<file path="config.mk">
export PLATFORM = sky130hd
export DESIGN_NAME = if_fetch_flat
export DESIGN_NICKNAME = d
export VERILOG_FILES = /design/src/rtl/if_fetch_if.sv /design/src/rtl/if_fetch.sv /design/src/flat_wrapper.sv
export SDC_FILE = /design/constraint.sdc
export NUM_CORES = 1
export LEC_CHECK = 0
export ABC_CLOCK_PERIOD_IN_PS = 12800
export CAP_MARGIN = 10
export CORE_ASPECT_RATIO = 0.7
export CORE_MARGIN = 10
export CORE_UTILIZATION = 50
export DETAILED_ROUTE_END_ITERATION = 7
export HOLD_SLACK_MARGIN = 0.05
export PLACE_DENSITY = 0.79
export SYNTH_ARGS = -nofsm -noshare
export SYNTH_HDL_FRONTEND = slang
export SYNTH_SLANG_ARGS = --single-unit
</file>
<file path="constraint.sdc">
create_clock -name clk -period 12.8 [get_ports clk]
set_clock_uncertainty 0.15 [all_clocks]
set_input_delay 3.2 -clock clk [delete_from_list [all_inputs] [get_ports clk]]
set_output_delay 3.2 -clock clk [all_outputs]
set_load 0.1 [all_outputs]
</file>
<file path="src/rtl/if_fetch_if.sv">
// Instruction-memory request/acknowledge bus between the fetch stage and imem.
// The master (fetch) holds req with a stable addr until ack returns the word.
interface if_fetch_if;
  logic        imem_req;
  logic [31:0] imem_addr;
  logic        imem_ack;
  logic [31:0] imem_rdata;

  modport master (
    output imem_req,
    output imem_addr,
    input  imem_ack,
    input  imem_rdata
  );

  modport slave (
    input  imem_req,
    input  imem_addr,
    output imem_ack,
    output imem_rdata
  );
endinterface

</file>
<file path="src/rtl/if_fetch.sv">
// MIPS instruction-fetch stage with IF/ID register, skid buffer, delay-slot redirect and ack timeout.
// Optional macro IF_ALIGN_CHECK_EN adds the sticky adel_o misaligned-target flag.
module if_fetch #(
  parameter logic [31:0] RESET_PC    = 32'h0000_0000,
  parameter int          ACK_TIMEOUT = 16
) (
  input  logic        clk,
  input  logic        rst,
  input  logic        stall_i,
  input  logic        branch_flag_i,
  input  logic [31:0] branch_target_address_i,
  if_fetch_if.master  imem,
  output logic [31:0] id_pc_o,
  output logic [31:0] id_inst_o,
  output logic        timeout_o
`ifdef IF_ALIGN_CHECK_EN
  ,
  output logic        adel_o
`endif
);

  localparam int CNT_W = (ACK_TIMEOUT > 2) ? $clog2(ACK_TIMEOUT) : 1;
  localparam logic [CNT_W-1:0] CNT_LAST = CNT_W'(ACK_TIMEOUT - 1);

  typedef enum logic [1:0] {
    ST_IDLE,
    ST_REQ,
    ST_HOLD,
    ST_RETRY
  } state_t;

  state_t            state_reg;
  logic [31:0]       pc_reg;
  logic [31:0]       target_reg;
  logic [31:0]       skid_reg;
  logic [31:0]       id_pc_reg;
  logic [31:0]       id_inst_reg;
  logic              branch_pending_reg;
  logic              timeout_reg;
  logic [CNT_W-1:0]  cnt_reg;

  logic              req;
  logic              req_ack;
  logic              branch_take;
  logic              consume;
  logic [31:0]       target_aligned;
  logic [31:0]       pc_plus4;
  logic [31:0]       next_pc;

  assign req            = (state_reg == ST_REQ);
  assign req_ack        = req & imem.imem_ack;
  assign branch_take    = branch_flag_i & ~stall_i;
  assign target_aligned = branch_target_address_i & ~32'h0000_0003;
  assign pc_plus4       = pc_reg + 32'd4;

  // A fetch is consumed when its word moves into IF/ID; the pc then advances.
  assign consume = ~stall_i & ((req_ack) | (state_reg == ST_HOLD));

  // A branch arriving in the same cycle as the delay-slot hand-off redirects immediately.
  always_comb begin
    next_pc = pc_plus4;
    if (branch_take) begin
      next_pc = target_aligned;
    end else if (branch_pending_reg) begin
      next_pc = target_reg;
    end
  end

  assign imem.imem_req  = req;
  assign imem.imem_addr = req ? pc_reg : 32'h0000_0000;
  assign id_pc_o        = id_pc_reg;
  assign id_inst_o      = id_inst_reg;
  assign timeout_o      = timeout_reg;

  always_ff @(posedge clk or posedge rst) begin
    if (rst) begin
      state_reg          <= ST_IDLE;
      pc_reg             <= RESET_PC;
      target_reg         <= 32'h0000_0000;
      skid_reg           <= 32'h0000_0000;
      id_pc_reg          <= 32'h0000_0000;
      id_inst_reg        <= 32'h0000_0000;
      branch_pending_reg <= 1'b0;
      timeout_reg        <= 1'b0;
      cnt_reg            <= '0;
    end else begin
      timeout_reg <= 1'b0;

      if (branch_take && !consume) begin
        branch_pending_reg <= 1'b1;
        target_reg         <= target_aligned;
      end else if (consume) begin
        branch_pending_reg <= 1'b0;
      end

      case (state_reg)
        ST_IDLE: begin
          state_reg <= ST_REQ;
          if (!stall_i) begin
            id_pc_reg   <= pc_reg;
            id_inst_reg <= 32'h0000_0000;
          end
        end

        ST_REQ: begin
          if (imem.imem_ack) begin
            cnt_reg <= '0;
            if (!stall_i) begin
              id_pc_reg   <= pc_reg;
              id_inst_reg <= imem.imem_rdata;
              pc_reg      <= next_pc;
            end else begin
              skid_reg  <= imem.imem_rdata;
              state_reg <= ST_HOLD;
            end
          end else begin
            if (cnt_reg == CNT_LAST) begin
              cnt_reg     <= '0;
              timeout_reg <= 1'b1;
              state_reg   <= ST_RETRY;
            end else begin
              cnt_reg <= cnt_reg + CNT_W'(1);
            end
            // Memory is slow: hand decode a NOP rather than repeating the last word.
            if (!stall_i) begin
              id_pc_reg   <= pc_reg;
              id_inst_reg <= 32'h0000_0000;
            end
          end
        end

        ST_HOLD: begin
          if (!stall_i) begin
            id_pc_reg   <= pc_reg;
            id_inst_reg <= skid_reg;
            pc_reg      <= next_pc;
            state_reg   <= ST_REQ;
          end
        end

        ST_RETRY: begin
          state_reg <= ST_REQ;
          if (!stall_i) begin
            id_pc_reg   <= pc_reg;
            id_inst_reg <= 32'h0000_0000;
          end
        end

        default: state_reg <= ST_IDLE;
      endcase
    end
  end

`ifdef IF_ALIGN_CHECK_EN
  logic adel_reg;

  // Sticky until reset; the fetch itself proceeds at the masked address.
  always_ff @(posedge clk or posedge rst) begin
    if (rst) begin
      adel_reg <= 1'b0;
    end else if (branch_take && (branch_target_address_i[1:0] != 2'b00)) begin
      adel_reg <= 1'b1;
    end
  end

  assign adel_o = adel_reg;
`endif

endmodule
</file>
<file path="src/flat_wrapper.sv">
// flat-port wrapper written by rule: the top's interface ports become plain ports
module if_fetch_flat 
#(
  parameter logic [31:0] RESET_PC    = 32'h0000_0000,
  parameter int          ACK_TIMEOUT = 16
)
  (clk, rst, stall_i, branch_flag_i, branch_target_address_i, id_pc_o, id_inst_o, timeout_o, imem_imem_req, imem_imem_addr, imem_imem_ack, imem_imem_rdata);
  if_fetch_if imem_i ();
  input  logic clk;
  input  logic rst;
  input  logic stall_i;
  input  logic branch_flag_i;
  input  logic [31:0] branch_target_address_i;
  output logic [31:0] id_pc_o;
  output logic [31:0] id_inst_o;
  output logic timeout_o;
  output wire logic [$bits(imem_i.imem_req)-1:0] imem_imem_req;
  output wire logic [$bits(imem_i.imem_addr)-1:0] imem_imem_addr;
  input wire logic [$bits(imem_i.imem_ack)-1:0] imem_imem_ack;
  input wire logic [$bits(imem_i.imem_rdata)-1:0] imem_imem_rdata;
  assign imem_imem_req = imem_i.imem_req;
  assign imem_imem_addr = imem_i.imem_addr;
  assign imem_i.imem_ack = imem_imem_ack;
  assign imem_i.imem_rdata = imem_imem_rdata;
  if_fetch #(.RESET_PC(RESET_PC), .ACK_TIMEOUT(ACK_TIMEOUT)) u_core (.clk(clk), .rst(rst), .stall_i(stall_i), .branch_flag_i(branch_flag_i), .branch_target_address_i(branch_target_address_i), .imem(imem_i), .id_pc_o(id_pc_o), .id_inst_o(id_inst_o), .timeout_o(timeout_o));
endmodule
</file>
After elaboration in Yosys (flattened, before gate mapping)
Index checks and enable logic that the tools add are counted.
{"block": "classes", "addsub": 2, "eq_ne": 10, "n_mux": 25, "n_bitwise": 5, "n_reduce_logical": 11}
{"operator": "two-way mux 32 bit", "n": 11}
{"operator": "one-hot mux 32 bit (3 select lines)", "n": 1}
{"operator": "one-hot mux 32 bit (2 select lines)", "n": 1}
{"operator": "adder 32 x 3 -> 32 bit, second input constant", "n": 1}
{"operator": "inequality test 3 bit, second input constant", "n": 3}
{"operator": "two-way mux 2 bit", "n": 4}
{"operator": "two-way mux 4 bit", "n": 2}
{"operator": "inequality test 2 bit, second input constant", "n": 3}
{"operator": "one-hot mux 2 bit (3 select lines)", "n": 1}
{"operator": "AND reduction 3 bit", "n": 2}
{"operator": "two-way mux 1 bit", "n": 5}
{"operator": "adder 4 x 1 -> 4 bit, second input constant", "n": 1}
{"operator": "equality test 2 bit, second input constant", "n": 2}
{"operator": "equality test 4 bit, second input constant", "n": 1}
{"operator": "AND reduction 2 bit", "n": 2}
{"operator": "nonzero test 2 bit", "n": 2}
{"operator": "OR reduction 4 bit", "n": 1}
{"operator": "bitwise AND 1 bit", "n": 3}
{"operator": "equality test 2 x 1 -> 1 bit, second input constant", "n": 1}
{"operator": "logical NOT 2 bit", "n": 1}
{"operator": "OR reduction 2 bit", "n": 1}
{"operator": "logical AND 1 bit", "n": 1}
{"operator": "logical NOT 1 bit", "n": 1}
{"operator": "inverter 1 bit", "n": 1}
{"operator": "bitwise OR 1 bit", "n": 1}
{"block": "word_totals", "ff_bits": 166, "inputBits": 69, "out_inout_bits": 98, "word_cells": 62}

Longest topological paths before layout
Gate-level depths: netlist of run 1.
{"block": "depth", "word_depth": 7, "ltp_mapped": 9, "ltp_nobuf": 7}

Worst setup path before layout of run 1
OpenSTA, ideal clock, no wires.
{"block": "synth_timing", "kind": "reg2out", "from": "register u_core.state_reg[1]", "to": "output port imem_imem_addr[11]", "t_arrival_ns": 2.756, "required_time_ns": 9.450, "slack_ns": 6.694, "path_stages_with_launch": 7, "n_path_buf": 3, "path_cell_list": "dfrtp_1 inv_1 ha_1 clkbuf_1 clkbuf_1 clkbuf_1 and2_1"}
{"block": "synth_via", "elab_chain_cells": 2}
{"item": "start, declared", "line_no": "if_fetch.sv:32", "rtl": "state_t state_reg;"}
{"item": "start signal, assigned", "line_no": "if_fetch.sv:77", "rtl": "state_reg <= ST_IDLE;"}
{"item": "start signal, assigned", "line_no": "if_fetch.sv:98", "rtl": "state_reg <= ST_REQ;"}
{"item": "start signal, assigned", "line_no": "if_fetch.sv:114", "rtl": "state_reg <= ST_HOLD;"}
{"item": "equality test 2 x 1 -> 1 bit", "line_no": "if_fetch.sv:50", "rtl": "assign req = (state_reg == ST_REQ);"}
{"item": "net imem_imem_req", "line_no": "flat_wrapper.sv:17", "rtl": "output wire logic [$bits(imem_i.imem_req)-1:0] imem_imem_req;"}
{"item": "two-way mux 32 bit", "line_no": "if_fetch.sv:70", "rtl": "assign imem.imem_addr = req ? pc_reg : 32'h0000_0000;"}
{"item": "end, declared", "line_no": "flat_wrapper.sv:18", "rtl": "output wire logic [$bits(imem_i.imem_addr)-1:0] imem_imem_addr;"}
The timed path passes the listed nets, and every way through them passes these cells.

Worst setup path in the final report of run 1
{"block": "layout_timing", "from": "register u_core.state_reg[1]", "to": "output port imem_imem_addr[24]"}
{"block": "layout_via", "elab_chain_cells": 2}
{"item": "equality test 2 x 1 -> 1 bit", "line_no": "if_fetch.sv:50"}
{"item": "two-way mux 32 bit", "line_no": "if_fetch.sv:70"}
No other way between the ends.

==> qor.yml, run 1 <==
htree_levels: 4
worst_ep_arrival_time_ps: 3180
layout_commonest_cell: "dfrtp_1"
ant_nets: 0
drt-total-wl_mm: 21.29
rsz0062_at_grt: "no"
ys_warn_count: 0
cts_hold_buf: 0
synth_edf_count: 0
ys_seq_elements: 162
first_iter_violations: 509
syn-mean-instance-area_um2: 10.71
num_rows: 38
synthesis.area_mm2: 0.007873
synth-async-reset-ratio_pct: 100.0
setup_tns_ps: 0
synth.top_cell.area_share_pct: 51.49
clockBufferDepth: 2
ios: 167
core_mm2: 0.01545
cts.repair.resized: 0
worst_hold_slack_ps: 326.8
drv_cap: 0
port_buffers: 160
tightest_slew_ps: 1034
slowest_stage: "clkdlybuf4s50_1"
antenna_found_initial: 2
gp_congestion: 0.8140
hold_violations: 0
vias: 6167
clk_pin_slew_ps: 60
seq_area_frac_synth_pct: 51.49
wl_per_cell_um: 19.77
areaGrowthSynthToFinish_pct: 28.11
nNetsFinal: 937
n_antenna_cell: 0
grt_pass1_wl_mm: 34.61
min_period_ps: 6530
start_kind: "flip-flop"
synth_ff_type: "dfrtp_1"
synth.distinct_cells: 59
setup_viol: 0
grtUsageTotal_pct: 20.07
postCtsSetupRepairBufs: 0
clock_latency_ps: 420
grt_max_degree: 94
slew_viol_final: 0
netlist_instances: 735
drive_gt1_share_pct: 16.88
dpl.hpwl_mm: 14.29
fin_cells: 1077
die_h_um: 125.0
dp_slack_ps: 6704
die_w_um: 170.0
dp.cells: 1045
final_cell_mix: "dfrtp_1, clkdlybuf4s50_1, mux2_2"
synth_top_area_cell: "dfrtp_1"
final.period_utilization_pct: 51.01
numClockSinks: 162
synth_top_cells_by_area: "dfrtp_1, mux2_2, o21ai_0"
viasPerCell: 5.726
path_max_fanout: 31
clock.fmax_mhz: 153.1
tritoncts: "done"
die_area_mm2: 0.02124
cts-root-buf: "clkbuf_16"
crit_chain: "inv_1 -> ha_1 -> buf_4 -> and2_1 -> clkdlybuf4s50_1"
start_util_pct: 50.95
slew_headroom_pct: 30.82
end_kind: "output pin"
max_stage_delay_ps: 1160
crit_required_ps: 9450
crit_type: "flip-flop to output pin"
setup_ws_ps: 6270
cts_buffers: 17
first_pass_iters: 5
fillCellCount: 1246
route.detailed.drc: 0
grt-ovfl-total: 0
grt_pass1_vias: 6279
hold_path.class: "flip-flop to flip-flop"
status: "complete, no violations"
worst paths after layout:
kind | start | to | slack [ps] | cells after the start
min in group asynchronous | rst | u_core.id_pc_o[20] | 3190 | 2
worst max-delay path | u_core.state_reg[1] | imem_imem_addr[24] | 6270 | 5
worst min register to register | u_core.id_inst_o[4] | u_core.id_inst_o[4] | 330 | 2
max in group asynchronous | rst | u_core.id_pc_o[27] | 7850 | 3
worst max register to register | u_core.state_reg[1] | u_core.pc_reg[17] | 9560 | 9
worst min-delay path | u_core.id_inst_o[4] | u_core.id_inst_o[4] | 330 | 2
Yosys cell counts, drive strengths merged, types with 8 or more instances:
library cell  count
nor4              8
and2             32
nand3            13
a22oi            32
mux2             88
a211oi            9
nand4             8
xnor2            14
inv              18
buf              21
dfrtp           162
nand2            65
nor2             25
and3             16
a21oi            33
o21ai            67
a221oi           12
clkbuf           43
worst max-delay path: cells and delay by family (launching register included):
family        cells  cell delay, ps
buf+inv           3            1640
fa+ha+maj         1             520
flops             1             410
simple gates      1             180
layer usage:
| layer | wire (µm) | track usage [%] | part of all wire (%) | vias to the layer above |
|---|---|---|---|---|
| met5 | 27 | 0 | 0.13 | - |
| met4 | 136 | 3.807 | 0.64 | 4 |
| met3 | 1890 | 7.639 | 8.9 | 18 |
| met2 | 9538 | 29.71 | 45 | 207 |
| met1 | 9700 | 27.60 | 46 | 3059 |
| li1 | - | - | - | 2879 |
cell type report:
cell class                      instances  area [µm²]  share of cell area [%]
Timing Repair Buffer                  172        1687                   16.72
Tap cell                              200       250.2                   2.481
Clock inverter                         15       168.9                   1.675
Multi-Input combinational cell        493        3428                   33.99
Sequential cell                       162        4054                   40.19
Clock buffer                           17       425.4                   4.218
Inverter                               18       72.57                  0.7195
per-stage QoR:
stage	utilization (%)	area [µm²]
6_report	65.27	10090
5_1_grt	65.27	10090
4_1_cts	65.27	10090
3_5_place_dp	61.43	9492
3_3_place_gp	61.43	9492
2_1_floorplan	-	7884
cells by family (layout without fill, tap and decap cells):
family	after synthesis	count (layout)	synth area share (%)
XOR/XNOR	18	18	2.003
AND/OR/NAND/NOR	195	195	12.97
adder cells (fa/ha/maj)	4	4	0.6358
multiplexers	95	95	13.48
flip-flops	162	162	51.49
AO/OA/AOI/OAI	177	177	14.08
other	1	4	0.04763
buffers and inverters	83	222	5.292
Power of run 1 is not shown: default switching activity piles up to over one toggle a cycle in this logic, so the estimate is an artifact.
==> run 2: changes to the inputs <==
--- a/config.mk
+++ b/config.mk
@@ -5,14 +5,14 @@
 export SDC_FILE = /design/constraint.sdc
 export NUM_CORES = 1
 export LEC_CHECK = 0
-export ABC_CLOCK_PERIOD_IN_PS = 12800
+export ABC_CLOCK_PERIOD_IN_PS = 5280
 export CAP_MARGIN = 10
 export CORE_ASPECT_RATIO = 0.7
 export CORE_MARGIN = 10
-export CORE_UTILIZATION = 50
+export CORE_UTILIZATION = 46
 export DETAILED_ROUTE_END_ITERATION = 7
 export HOLD_SLACK_MARGIN = 0.05
-export PLACE_DENSITY = 0.79
+export PLACE_DENSITY = 0.76
 export SYNTH_ARGS = -nofsm -noshare
 export SYNTH_HDL_FRONTEND = slang
 export SYNTH_SLANG_ARGS = --single-unit
==> constraint.sdc (replaced) <==
create_clock -name clk -period 5.28 [get_ports clk]
set_clock_uncertainty 0.15 [all_clocks]
set_input_delay 1.32 -clock clk [delete_from_list [all_inputs] [get_ports clk]]
set_output_delay 1.32 -clock clk [all_outputs]
set_load 0.1 [all_outputs]
==> run 2 against run 1 <==
  * First-iteration DRC count grew 6.5%
  * Sequential share of layout area is 0.090 points higher
  * Cell area shrank 0.22%
  * Register-to-register slack got worse by 7700 ps
  * Via count increased by 0.31%
  * Die area up 7.5%
  * Clock-buffer cell count stayed put
  * Utilization shrank 4.4 points
==> qor.yml, run 2 (synthesized netlist as in run 1, its figures left out) <==
cpLargestDelayFamily: "buffers and inverters"
ant_nets: 0
die_w_um: 176.4
max_stage_delay_ps: 620
layout_commonest_cell: "dfrtp_1"
antenna_found_initial: 1
clock.fmax_mhz: 258.5
multiInputGateArea_mm2: 0.003428
drv_cap: 0
num_rows: 39
clockBufferDepth: 2
final_cell_mix: "dfrtp_1, clkdlybuf4s50_1, mux2_2"
die_h_um: 129.5
cts_hold_buf: 0
start_kind: "flip-flop"
clk_pin_slew_ps: 70
grtUsageTotal_pct: 18.66
drt-total-wl_mm: 21.41
crit_chain: "inv_1 -> ha_1 -> buf_4 -> and2_1 -> buf_4"
final.period_utilization_pct: 73.27
status: "complete, no violations"
cpMostUsedCell: "buf_4"
core_mm2: 0.01654
slew_headroom_pct: 30.65
cts_buffers: 17
cts-root-buf: "clkbuf_16"
viasPerCell: 5.588
vias: 6186
grt_pass1_vias: 6186
reg2reg_slack_ps: 1820
first_iter_violations: 542
utilization_pct: 60.83
cts.repair.resized: 0
port_buffers: 160
crit_required_ps: 3810
fillCellCount: 1379
hold_violations: 0
postCtsSetupRepairBufs: 0
slowest_stage: "ha_1"
gp_congestion: 0.8298
end_kind: "output pin"
ios: 167
grt_max_degree: 59
first_pass_iters: 5
grt_pass1_wl_mm: 34.17
drive_gt1_share_pct: 20.77
path_max_fanout: 27
nNetsFinal: 941
worst_ep_arrival_time_ps: 2400
tightest_slew_ps: 1037
dpl.hpwl_mm: 14.62
setup_tns_ps: 0
areaGrowthSynthToFinish_pct: 27.83
wl_per_cell_um: 19.34
clock_latency_ps: 430
min_period_ps: 3869
setup_viol: 0
start_util_pct: 47.59
register_area_mm2: 0.004054
die_area_mm2: 0.02283
htree_levels: 4
slew_viol_final: 0
route.detailed.drc: 0
crit_type: "flip-flop to output pin"
tritoncts: "done"
rsz0062_at_grt: "no"
grt-ovfl-total: 0
critPathBufInv: 3
numClockSinks: 162
hold_path.class: "flip-flop to flip-flop"
## run 2: cell count changes in the layout (fill, tap and decap cells not counted), sizes merged
cell,previous run,this run
buf,13,48
bufinv,2,1
clkdlybuf4s50,159,128
clkinv,3,2
clkinvlp,3,4
diode,0,1
inv,25,26
## run 2: worst paths after layout
kind	from	endpoint	depth (start not counted)
max	u_core.state_reg[1]	imem_imem_addr[27]	5
min	u_core.id_inst_o[3]	u_core.id_inst_o[3]	2
max reg2reg	u_core.state_reg[1]	u_core.pc_reg[19]	9
min reg2reg	u_core.id_inst_o[3]	u_core.id_inst_o[3]	2
max in group asynchronous	rst	u_core.pc_reg[21]	3
min in group asynchronous	rst	u_core.id_pc_o[23]	2
## run 2: metal layers
| layer | global-route usage [%] | wire [µm] | share of wire, % |
|---|---|---|---|
| met5 | 0 | 0 | 0 |
| met1 | 25.75 | 9923 | 46 |
| met2 | 27.44 | 9230 | 43 |
| met4 | 4.436 | 140 | 0.65 |
| met3 | 6.761 | 2119 | 9.9 |
## run 2: cell type report
| cell class | instances | area share (%) |
|---|---|---|
| Sequential cell | 162 | 40.28 |
| Multi-Input combinational cell | 493 | 34.07 |
| Timing Repair Buffer | 176 | 16.29 |
| Clock buffer | 17 | 4.227 |
| Tap cell | 225 | 2.797 |
| Clock inverter | 15 | 1.604 |
| Inverter | 18 | 0.7087 |
| Antenna cell | 1 | 0.02487 |
## run 2: per-stage QoR
stage	instance area (µm²)	setup WS, ps	cells	hold WS, ps
final	10060	1411	1107	325.7
after global routing	10060	1234	1106	348.8
after CTS	10060	1370	1106	333.7
after detailed placement	9474	1452	1074	319.0
after global placement	9474	1496	1074	309.5
after floorplan	7888	1054	738	319.9
## run 2: worst register-to-register path, delay by kind of cell (launching register included)
family	cells	cell delay, ps
AND/OR/NAND/NOR	2	1010
buffers and inverters	3	840
adder cells (fa/ha/maj)	1	620
flip-flops	1	410
AO/OA/AOI/OAI	3	300
Power of run 2 is left out for the same reason.
